**config.mk**
```make
export PLATFORM = sky130hd
export DESIGN_NAME = fir_ap_ctrl_flat
export DESIGN_NICKNAME = d
export VERILOG_FILES = /design/src/rtl/fir_pkg.sv /design/src/rtl/fir_ap_ctrl_if.sv /design/src/rtl/fir_ring_ptr.sv /design/src/rtl/fir_ap_ctrl.sv /design/src/flat_wrapper.sv
export SDC_FILE = /design/constraint.sdc
export NUM_CORES = 1
export LEC_CHECK = 0
export CORE_MARGIN = 3
export CORE_UTILIZATION = 49
export DETAILED_ROUTE_END_ITERATION = 10
export PLACE_DENSITY = 0.8
export SETUP_SLACK_MARGIN = 0.4
export SLEW_MARGIN = 30
export SYNTH_ARGS = -nofsm -noshare
export SYNTH_HDL_FRONTEND = slang
export SYNTH_SLANG_ARGS = --single-unit
```
**constraint.sdc**
```tcl
create_clock -name axis_clk -period 3.3 [get_ports axis_clk]
set_input_delay 0.66 -clock axis_clk [delete_from_list [all_inputs] [get_ports axis_clk]]
set_output_delay 0.66 -clock axis_clk [all_outputs]
set_load 0.02 [all_outputs]
```
**src/rtl/fir_pkg.sv**
```systemverilog
// Shared types and constants for the FIR AP controller: FSM state encoding,
// ring-buffer geometry and AP status-register bit positions.
package fir_pkg;

   typedef enum logic [2:0] {
      S_IDLE,
      S_CLEAR,
      S_WAIT_IN,
      S_RUN,
      S_OUT,
      S_DONE
   } fir_state_e;

   localparam int          TAP_NUM   = 11;
   localparam int          ADDR_STEP = 4;
   localparam logic [11:0] LAST_ADDR = 12'h028;

   localparam int AP_START_BIT = 0;
   localparam int AP_DONE_BIT  = 1;
   localparam int AP_IDLE_BIT  = 2;

   // Byte address of the final ring slot for a given tap count.
   function automatic int last_addr_of(input int taps);
      return ADDR_STEP * (taps - 1);
   endfunction

endpackage

```
**src/rtl/fir_ap_ctrl_if.sv**
```systemverilog
// Bundle of config, AXI-Stream, data-RAM and MAC-engine signals around fir_ap_ctrl.
// master = controller view, slave = environment (regs, streams, RAM, engine) view.
interface fir_ap_ctrl_if #(
   parameter int ADDR_W = 12,
   parameter int DATA_W = 32
);
   logic              cfg_start;
   logic [31:0]       cfg_len;
   logic              sts_rd;
   logic              ap_start;
   logic              ap_done;
   logic              ap_idle;

   logic              ss_tvalid;
   logic [DATA_W-1:0] ss_tdata;
   logic              ss_tlast;
   logic              ss_tready;

   logic              sm_tvalid;
   logic [DATA_W-1:0] sm_tdata;
   logic              sm_tlast;
   logic              sm_tready;

   logic              dram_we;
   logic [ADDR_W-1:0] dram_addr;
   logic [DATA_W-1:0] dram_wdata;

   logic              eng_start;
   logic [ADDR_W-1:0] eng_start_addr;
   logic              eng_done;
   logic [DATA_W-1:0] eng_result;

   logic              err_tlast;

   modport master (
      input  cfg_start, cfg_len, sts_rd,
      input  ss_tvalid, ss_tdata, ss_tlast,
      input  sm_tready,
      input  eng_done, eng_result,
      output ap_start, ap_done, ap_idle,
      output ss_tready,
      output sm_tvalid, sm_tdata, sm_tlast,
      output dram_we, dram_addr, dram_wdata,
      output eng_start, eng_start_addr,
      output err_tlast
   );

   modport slave (
      output cfg_start, cfg_len, sts_rd,
      output ss_tvalid, ss_tdata, ss_tlast,
      output sm_tready,
      output eng_done, eng_result,
      input  ap_start, ap_done, ap_idle,
      input  ss_tready,
      input  sm_tvalid, sm_tdata, sm_tlast,
      input  dram_we, dram_addr, dram_wdata,
      input  eng_start, eng_start_addr,
      input  err_tlast
   );
endinterface

```
**src/rtl/fir_ring_ptr.sv**
```systemverilog
// Wrapping byte-address counter over the tap ring: 0, 4, ... last slot, then back to 0.
module fir_ring_ptr
   import fir_pkg::*;
#(
   parameter int ADDR_W = 12,
   parameter int TAPS   = TAP_NUM
) (
   input  logic              clk,
   input  logic              rst,
   input  logic              clr,
   input  logic              adv,
   output logic [ADDR_W-1:0] addr,
   output logic              at_last
);
   localparam logic [ADDR_W-1:0] LAST = ADDR_W'(last_addr_of(TAPS));
   localparam logic [ADDR_W-1:0] STEP = ADDR_W'(ADDR_STEP);

   assign at_last = (addr == LAST);

   always_ff @(posedge clk) begin
      if (rst || clr)
         addr <= '0;
      else if (adv)
         addr <= at_last ? '0 : addr + STEP;
   end
endmodule

```
**src/rtl/fir_ap_ctrl.sv**
```systemverilog
// FIR core sequencer: ap_start/ap_done/ap_idle, data-RAM zero fill, ring-buffer sample
// writes, per-sample engine launch and result streaming. Optional macro:
// FIR_CTRL_TLAST_CHK_EN enables the sticky ss_tlast mismatch flag err_tlast.
module fir_ap_ctrl
   import fir_pkg::*;
#(
   parameter int pADDR_WIDTH = 12,
   parameter int pDATA_WIDTH = 32,
   parameter int pTAP_NUM    = TAP_NUM
) (
   input logic          axis_clk,
   input logic          axis_rst,
   fir_ap_ctrl_if.master bus
);
   fir_state_e             state;
   logic [31:0]            len, cnt, cnt_nxt;
   logic [pADDR_WIDTH-1:0] clr_addr, wr_addr;
   logic                   clr_last, wr_last;
   logic                   start_acc, in_hs, out_hs, is_last, set_done;

   assign cnt_nxt   = cnt + 32'd1;
   assign is_last   = (cnt_nxt == len);
   assign start_acc = (state == S_IDLE) && bus.cfg_start;
   assign in_hs     = (state == S_WAIT_IN) && bus.ss_tvalid;
   assign out_hs    = (state == S_OUT) && bus.sm_tready;
   assign set_done  = ((state == S_CLEAR) && clr_last && (len == 32'd0)) || (out_hs && is_last);

   assign bus.ss_tready = (state == S_WAIT_IN);

   fir_ring_ptr #(.ADDR_W(pADDR_WIDTH), .TAPS(pTAP_NUM)) u_clr_ptr (
      .clk(axis_clk), .rst(axis_rst), .clr(start_acc), .adv(state == S_CLEAR),
      .addr(clr_addr), .at_last(clr_last)
   );

   fir_ring_ptr #(.ADDR_W(pADDR_WIDTH), .TAPS(pTAP_NUM)) u_wr_ptr (
      .clk(axis_clk), .rst(axis_rst), .clr(start_acc), .adv(out_hs),
      .addr(wr_addr), .at_last(wr_last)
   );

   // The sample write must land in the same cycle as the input handshake, so the
   // RAM port is a pure decode of state and stream inputs.
   always_comb begin
      bus.dram_we    = 1'b0;
      bus.dram_addr  = '0;
      bus.dram_wdata = '0;
      if (state == S_CLEAR) begin
         bus.dram_we   = 1'b1;
         bus.dram_addr = clr_addr;
      end else if (state == S_WAIT_IN) begin
         bus.dram_we    = bus.ss_tvalid;
         bus.dram_addr  = wr_addr;
         bus.dram_wdata = bus.ss_tdata;
      end
   end

   always_ff @(posedge axis_clk) begin
      if (axis_rst) begin
         state              <= S_IDLE;
         len                <= '0;
         cnt                <= '0;
         bus.ap_start       <= 1'b0;
         bus.ap_done        <= 1'b0;
         bus.ap_idle        <= 1'b1;
         bus.sm_tvalid      <= 1'b0;
         bus.sm_tdata       <= '0;
         bus.sm_tlast       <= 1'b0;
         bus.eng_start      <= 1'b0;
         bus.eng_start_addr <= '0;
      end else begin
         bus.eng_start <= 1'b0;
         case (state)
            S_IDLE: if (bus.cfg_start) begin
               state        <= S_CLEAR;
               len          <= bus.cfg_len;
               cnt          <= '0;
               bus.ap_start <= 1'b1;
               bus.ap_idle  <= 1'b0;
            end
            S_CLEAR: if (clr_last)
               state <= (len == 32'd0) ? S_DONE : S_WAIT_IN;
            S_WAIT_IN: if (in_hs) begin
               state              <= S_RUN;
               bus.ap_start       <= 1'b0;
               bus.eng_start      <= 1'b1;
               bus.eng_start_addr <= wr_addr;
            end
            S_RUN: if (bus.eng_done) begin
               state         <= S_OUT;
               bus.sm_tvalid <= 1'b1;
               bus.sm_tdata  <= bus.eng_result;
               bus.sm_tlast  <= is_last;
            end
            S_OUT: if (bus.sm_tready) begin
               state         <= is_last ? S_DONE : S_WAIT_IN;
               cnt           <= cnt_nxt;
               bus.sm_tvalid <= 1'b0;
               bus.sm_tlast  <= 1'b0;
            end
            S_DONE:  state <= S_IDLE;
            default: state <= S_IDLE;
         endcase

         // Entering DONE beats a coincident status read.
         if (set_done) begin
            bus.ap_done  <= 1'b1;
            bus.ap_idle  <= 1'b1;
            bus.ap_start <= 1'b0;
         end else if (bus.sts_rd || start_acc) begin
            bus.ap_done <= 1'b0;
         end
      end
   end

`ifdef FIR_CTRL_TLAST_CHK_EN
   always_ff @(posedge axis_clk) begin
      if (axis_rst || start_acc)
         bus.err_tlast <= 1'b0;
      else if (in_hs && (bus.ss_tlast != is_last))
         bus.err_tlast <= 1'b1;
   end
`else
   logic unused_tlast;
   assign unused_tlast  = bus.ss_tlast;
   assign bus.err_tlast = 1'b0;
`endif

   logic unused_wr_last;
   assign unused_wr_last = wr_last;

endmodule

```
**src/flat_wrapper.sv**
```systemverilog
// flat-port wrapper written by rule: the top's interface ports become plain ports
module fir_ap_ctrl_flat import fir_pkg::*;
#(
   parameter int pADDR_WIDTH = 12,
   parameter int pDATA_WIDTH = 32,
   parameter int pTAP_NUM    = TAP_NUM
)
  (axis_clk, axis_rst, bus_cfg_start, bus_cfg_len, bus_sts_rd, bus_ss_tvalid, bus_ss_tdata, bus_ss_tlast, bus_sm_tready, bus_eng_done, bus_eng_result, bus_ap_start, bus_ap_done, bus_ap_idle, bus_ss_tready, bus_sm_tvalid, bus_sm_tdata, bus_sm_tlast, bus_dram_we, bus_dram_addr, bus_dram_wdata, bus_eng_start, bus_eng_start_addr, bus_err_tlast);
  fir_ap_ctrl_if #(.ADDR_W(12), .DATA_W(32)) bus_i ();
  input logic axis_clk;
  input logic axis_rst;
  input wire logic [$bits(bus_i.cfg_start)-1:0] bus_cfg_start;
  input wire logic [$bits(bus_i.cfg_len)-1:0] bus_cfg_len;
  input wire logic [$bits(bus_i.sts_rd)-1:0] bus_sts_rd;
  input wire logic [$bits(bus_i.ss_tvalid)-1:0] bus_ss_tvalid;
  input wire logic [$bits(bus_i.ss_tdata)-1:0] bus_ss_tdata;
  input wire logic [$bits(bus_i.ss_tlast)-1:0] bus_ss_tlast;
  input wire logic [$bits(bus_i.sm_tready)-1:0] bus_sm_tready;
  input wire logic [$bits(bus_i.eng_done)-1:0] bus_eng_done;
  input wire logic [$bits(bus_i.eng_result)-1:0] bus_eng_result;
  output wire logic [$bits(bus_i.ap_start)-1:0] bus_ap_start;
  output wire logic [$bits(bus_i.ap_done)-1:0] bus_ap_done;
  output wire logic [$bits(bus_i.ap_idle)-1:0] bus_ap_idle;
  output wire logic [$bits(bus_i.ss_tready)-1:0] bus_ss_tready;
  output wire logic [$bits(bus_i.sm_tvalid)-1:0] bus_sm_tvalid;
  output wire logic [$bits(bus_i.sm_tdata)-1:0] bus_sm_tdata;
  output wire logic [$bits(bus_i.sm_tlast)-1:0] bus_sm_tlast;
  output wire logic [$bits(bus_i.dram_we)-1:0] bus_dram_we;
  output wire logic [$bits(bus_i.dram_addr)-1:0] bus_dram_addr;
  output wire logic [$bits(bus_i.dram_wdata)-1:0] bus_dram_wdata;
  output wire logic [$bits(bus_i.eng_start)-1:0] bus_eng_start;
  output wire logic [$bits(bus_i.eng_start_addr)-1:0] bus_eng_start_addr;
  output wire logic [$bits(bus_i.err_tlast)-1:0] bus_err_tlast;
  assign bus_i.cfg_start = bus_cfg_start;
  assign bus_i.cfg_len = bus_cfg_len;
  assign bus_i.sts_rd = bus_sts_rd;
  assign bus_i.ss_tvalid = bus_ss_tvalid;
  assign bus_i.ss_tdata = bus_ss_tdata;
  assign bus_i.ss_tlast = bus_ss_tlast;
  assign bus_i.sm_tready = bus_sm_tready;
  assign bus_i.eng_done = bus_eng_done;
  assign bus_i.eng_result = bus_eng_result;
  assign bus_ap_start = bus_i.ap_start;
  assign bus_ap_done = bus_i.ap_done;
  assign bus_ap_idle = bus_i.ap_idle;
  assign bus_ss_tready = bus_i.ss_tready;
  assign bus_sm_tvalid = bus_i.sm_tvalid;
  assign bus_sm_tdata = bus_i.sm_tdata;
  assign bus_sm_tlast = bus_i.sm_tlast;
  assign bus_dram_we = bus_i.dram_we;
  assign bus_dram_addr = bus_i.dram_addr;
  assign bus_dram_wdata = bus_i.dram_wdata;
  assign bus_eng_start = bus_i.eng_start;
  assign bus_eng_start_addr = bus_i.eng_start_addr;
  assign bus_err_tlast = bus_i.err_tlast;
  fir_ap_ctrl #(.pADDR_WIDTH(pADDR_WIDTH), .pDATA_WIDTH(pDATA_WIDTH), .pTAP_NUM(pTAP_NUM)) u_core (.axis_clk(axis_clk), .axis_rst(axis_rst), .bus(bus_i));
endmodule
```
==> flow_summary.ini <==
[setup_path]
start_kind = flip-flop
critical_path_class = reg -> reg
cp_max_fo = 9
cp-end-kind = flip-flop
crit_arrival_ns = 3.15
worstPathRequired_ns = 3.62

[pwr]
max-vdd-ir-drop_v = 0.0004575
p_per_area_nw_per_um2 = 484.8
p_leak_nw = 3.548
total_power_w = 0.004834

[drt]
detail-route-antenna-nets = 0
routedWlPerCell_um = 16.95
vias = 7684
via_per_inst = 5.817
drt_wl_total_um = 22390
drc = 0
drt_iter0_drc = 697
first_pass_iters = 6

[synth]
yosys_warnings = 0
synthArstFlopShare = 0
synth_area_leaders = dfxtp_1, nand2_1, a21oi_1
synthCells = 961
yosysTopAreaCellShare = 0.3753
netlist_area_um2 = 7201
seq_area_frac_synth = 0.3753
ys_seq_elements = 135
ys_types = 62
avgSynthCellArea_um2 = 7.493
synth_edf_count = 0
yosysMostFrequentCell = nand2_1
ys_top_cells_by_count = nand2_1, dfxtp_1, a21oi_1
synth_ff_type = dfxtp_1
yosysTopAreaCell = dfxtp_1

[clock_network]
htreeDepth = 4
tritoncts = done
clock_sinks = 135
clockBufferDepth = 2
cts-root-buf = clkbuf_16
cts_hold_buf = 0
clkTransAtPathRegs_ns = 0.06
clkLatencyLatePin_ns = 0.42
cts_made_buffers = 17

[placed_design]
place.gp.congestion = 0.9300
pre_cts_slack_ns = 0.3127
hpwl_um = 15830
io_buffers = 194
placed_cells = 1286

[sta]
finalSetupViolations = 0
max_freq_ghz = 0.3538
hold_viol = 0
fin_setup_tns_ns = 0
fin_crit_ns = 2.826
fin_crit_sh = 0.8564
fin_skew_ns = 0.006454
tightestPinTransition_ns = 0.6668
fin_ws_ns = 0.4739
slew_viol_final = 0
slew_headroom = 0.5514
grt_setup_unrepaired = true

[layout]
area_growth_pct = 38.47
ff_latch_area_um2 = 2714
drive_gt1_frac = 0.08677
fin_nets = 1238
multi_input_area_um2 = 4190
nFillCells = 1139
fin_cells = 1321
diodes = 0

[global_routing]
grt_usage = 0.2692
use_met1 = 0.3422
grtUsageMet2 = 0.4271
grt_util_met3 = 0.09532
grt_max_degree = 57
grt_pass1_wl_um = 35380
grt_pass1_vias = 7087
overflow = 0
top_usage_layer = met2
antenna_found_initial = 0

[floorplanning]
io_pins = 201
die_h_um = 127.2
die_area_um2 = 16190
die_w_um = 127.2
design.core.area_um2 = 14150
start_util = 0.5089
rows = 43

[run_status]
outcome = finished, final reports clean

[flow_run]
drv_cap = 0

[worst_hold_path]
min_path_type = reg -> reg
==> placed cells by master (no fill, tap or decap), types with 10 or more instances in the layout <==
cell type / netlist / routed
nand2_1: 197 / 197
clkdlybuf4s50_1: 0 / 192
dfxtp_1: 135 / 126
a21oi_1: 111 / 111
nor2_1: 72 / 70
and3_1: 46 / 46
o21ai_0: 35 / 35
buf_4: 5 / 31
xor2_1: 27 / 27
nor4_1: 28 / 26
xnor2_1: 26 / 26
nand3_1: 25 / 24
nand4_1: 23 / 23
nor3_1: 20 / 19
clkbuf_16: 0 / 17
a31oi_1: 13 / 13
a311oi_1: 11 / 11
inv_1: 10 / 10
a22o_1: 10 / 10
==> critical path, cell delays in order (launching register included) <==
cell and delay, ns:
dfxtp_1 0.49, nand3_4 0.18, or4_4 0.63, a2111oi_4 0.36, o211ai_2 0.17, nor4_4 0.35
nand4_2 0.25, a311oi_2 0.30
==> registers in the layout (all words and copies together), names as in the netlist <==
signal and cells:
u_core.bus.ap_done 1, u_core.bus.ap_idle 1, u_core.bus.ap_start 1, u_core.bus.eng_start 1, u_core.bus.eng_start_addr 10, u_core.bus.sm_tdata 32
u_core.bus.sm_tlast 1, u_core.bus.sm_tvalid 1, u_core.cnt 32, u_core.len 32, u_core.state 3, u_core.u_clr_ptr.addr 10
u_core.u_wr_ptr.addr 10
==> cells by family after synthesis <==
logic type,after synthesis,share of synthesized area
AND/OR/NAND/NOR,456,0.3103
other,1,0.0005208
adder cells (fa/ha/maj),5,0.008688
multiplexers,3,0.004170
XOR/XNOR,53,0.06447
AO/OA/AOI/OAI,217,0.1835
buffers and inverters,91,0.05300
flip-flops,135,0.3753
==> layout make-up <==
| class | count | area share |
|---|---|---|
| clock buffers | 21 | 0.04819 |
| clock inverters | 10 | 0.01443 |
| inverters | 10 | 0.003765 |
| multi-input cells | 739 | 0.4203 |
| flip-flops and latches | 135 | 0.2722 |
| well taps | 180 | 0.02259 |
| repair buffers | 226 | 0.2186 |
==> timing repair <==
action	4_1_cts	5_1_grt
gates resized for setup	6	18
pin swaps	0	2
cloned	0	0
setup endpoints to repair	16	49
setup buffers	0	4
==> through the flow <==
| step | hold WS (ns) | util | instance area, um^2 |
|---|---|---|---|
| CTS | 0.4549 | 0.6986 | 9886 |
| floorplan | 0.4495 | - | 7216 |
| global placement | 0.4403 | 0.6538 | 9251 |
| detailed placement | 0.4474 | 0.6538 | 9251 |
| global route | 0.4712 | 0.7047 | 9971 |
| finish | 0.4516 | 0.7047 | 9971 |
==> final timing paths <==
check / startpoint / end / slack [ns] / depth (start not counted)
hold reg to reg: u_core.bus.sm_tdata[3] / u_core.bus.sm_tdata[3] / 0.45 / 2
setup reg to reg: u_core.cnt[5] / u_core.state[2] / 0.47 / 7
hold / removal: u_core.bus.sm_tdata[3] / u_core.bus.sm_tdata[3] / 0.45 / 2
setup / recovery: u_core.cnt[5] / u_core.state[2] / 0.47 / 7
==> report_power, final <==
part           switching, W  total (W)  internal (W)
logic              0.000588    0.00105      0.000459
clock network      0.000722    0.00199       0.00127
registers         0.0000912    0.00180       0.00171
==> layer usage <==
metal	vias up	wire, um	part of all wire
li1	3730	-	-
met1	3580	9239	0.41
met2	335	10520	0.47
met3	39	2210	0.099
met4	0	424	0.019
met5	-	0	0
Note: power is estimated with default switching activity, not from simulation.
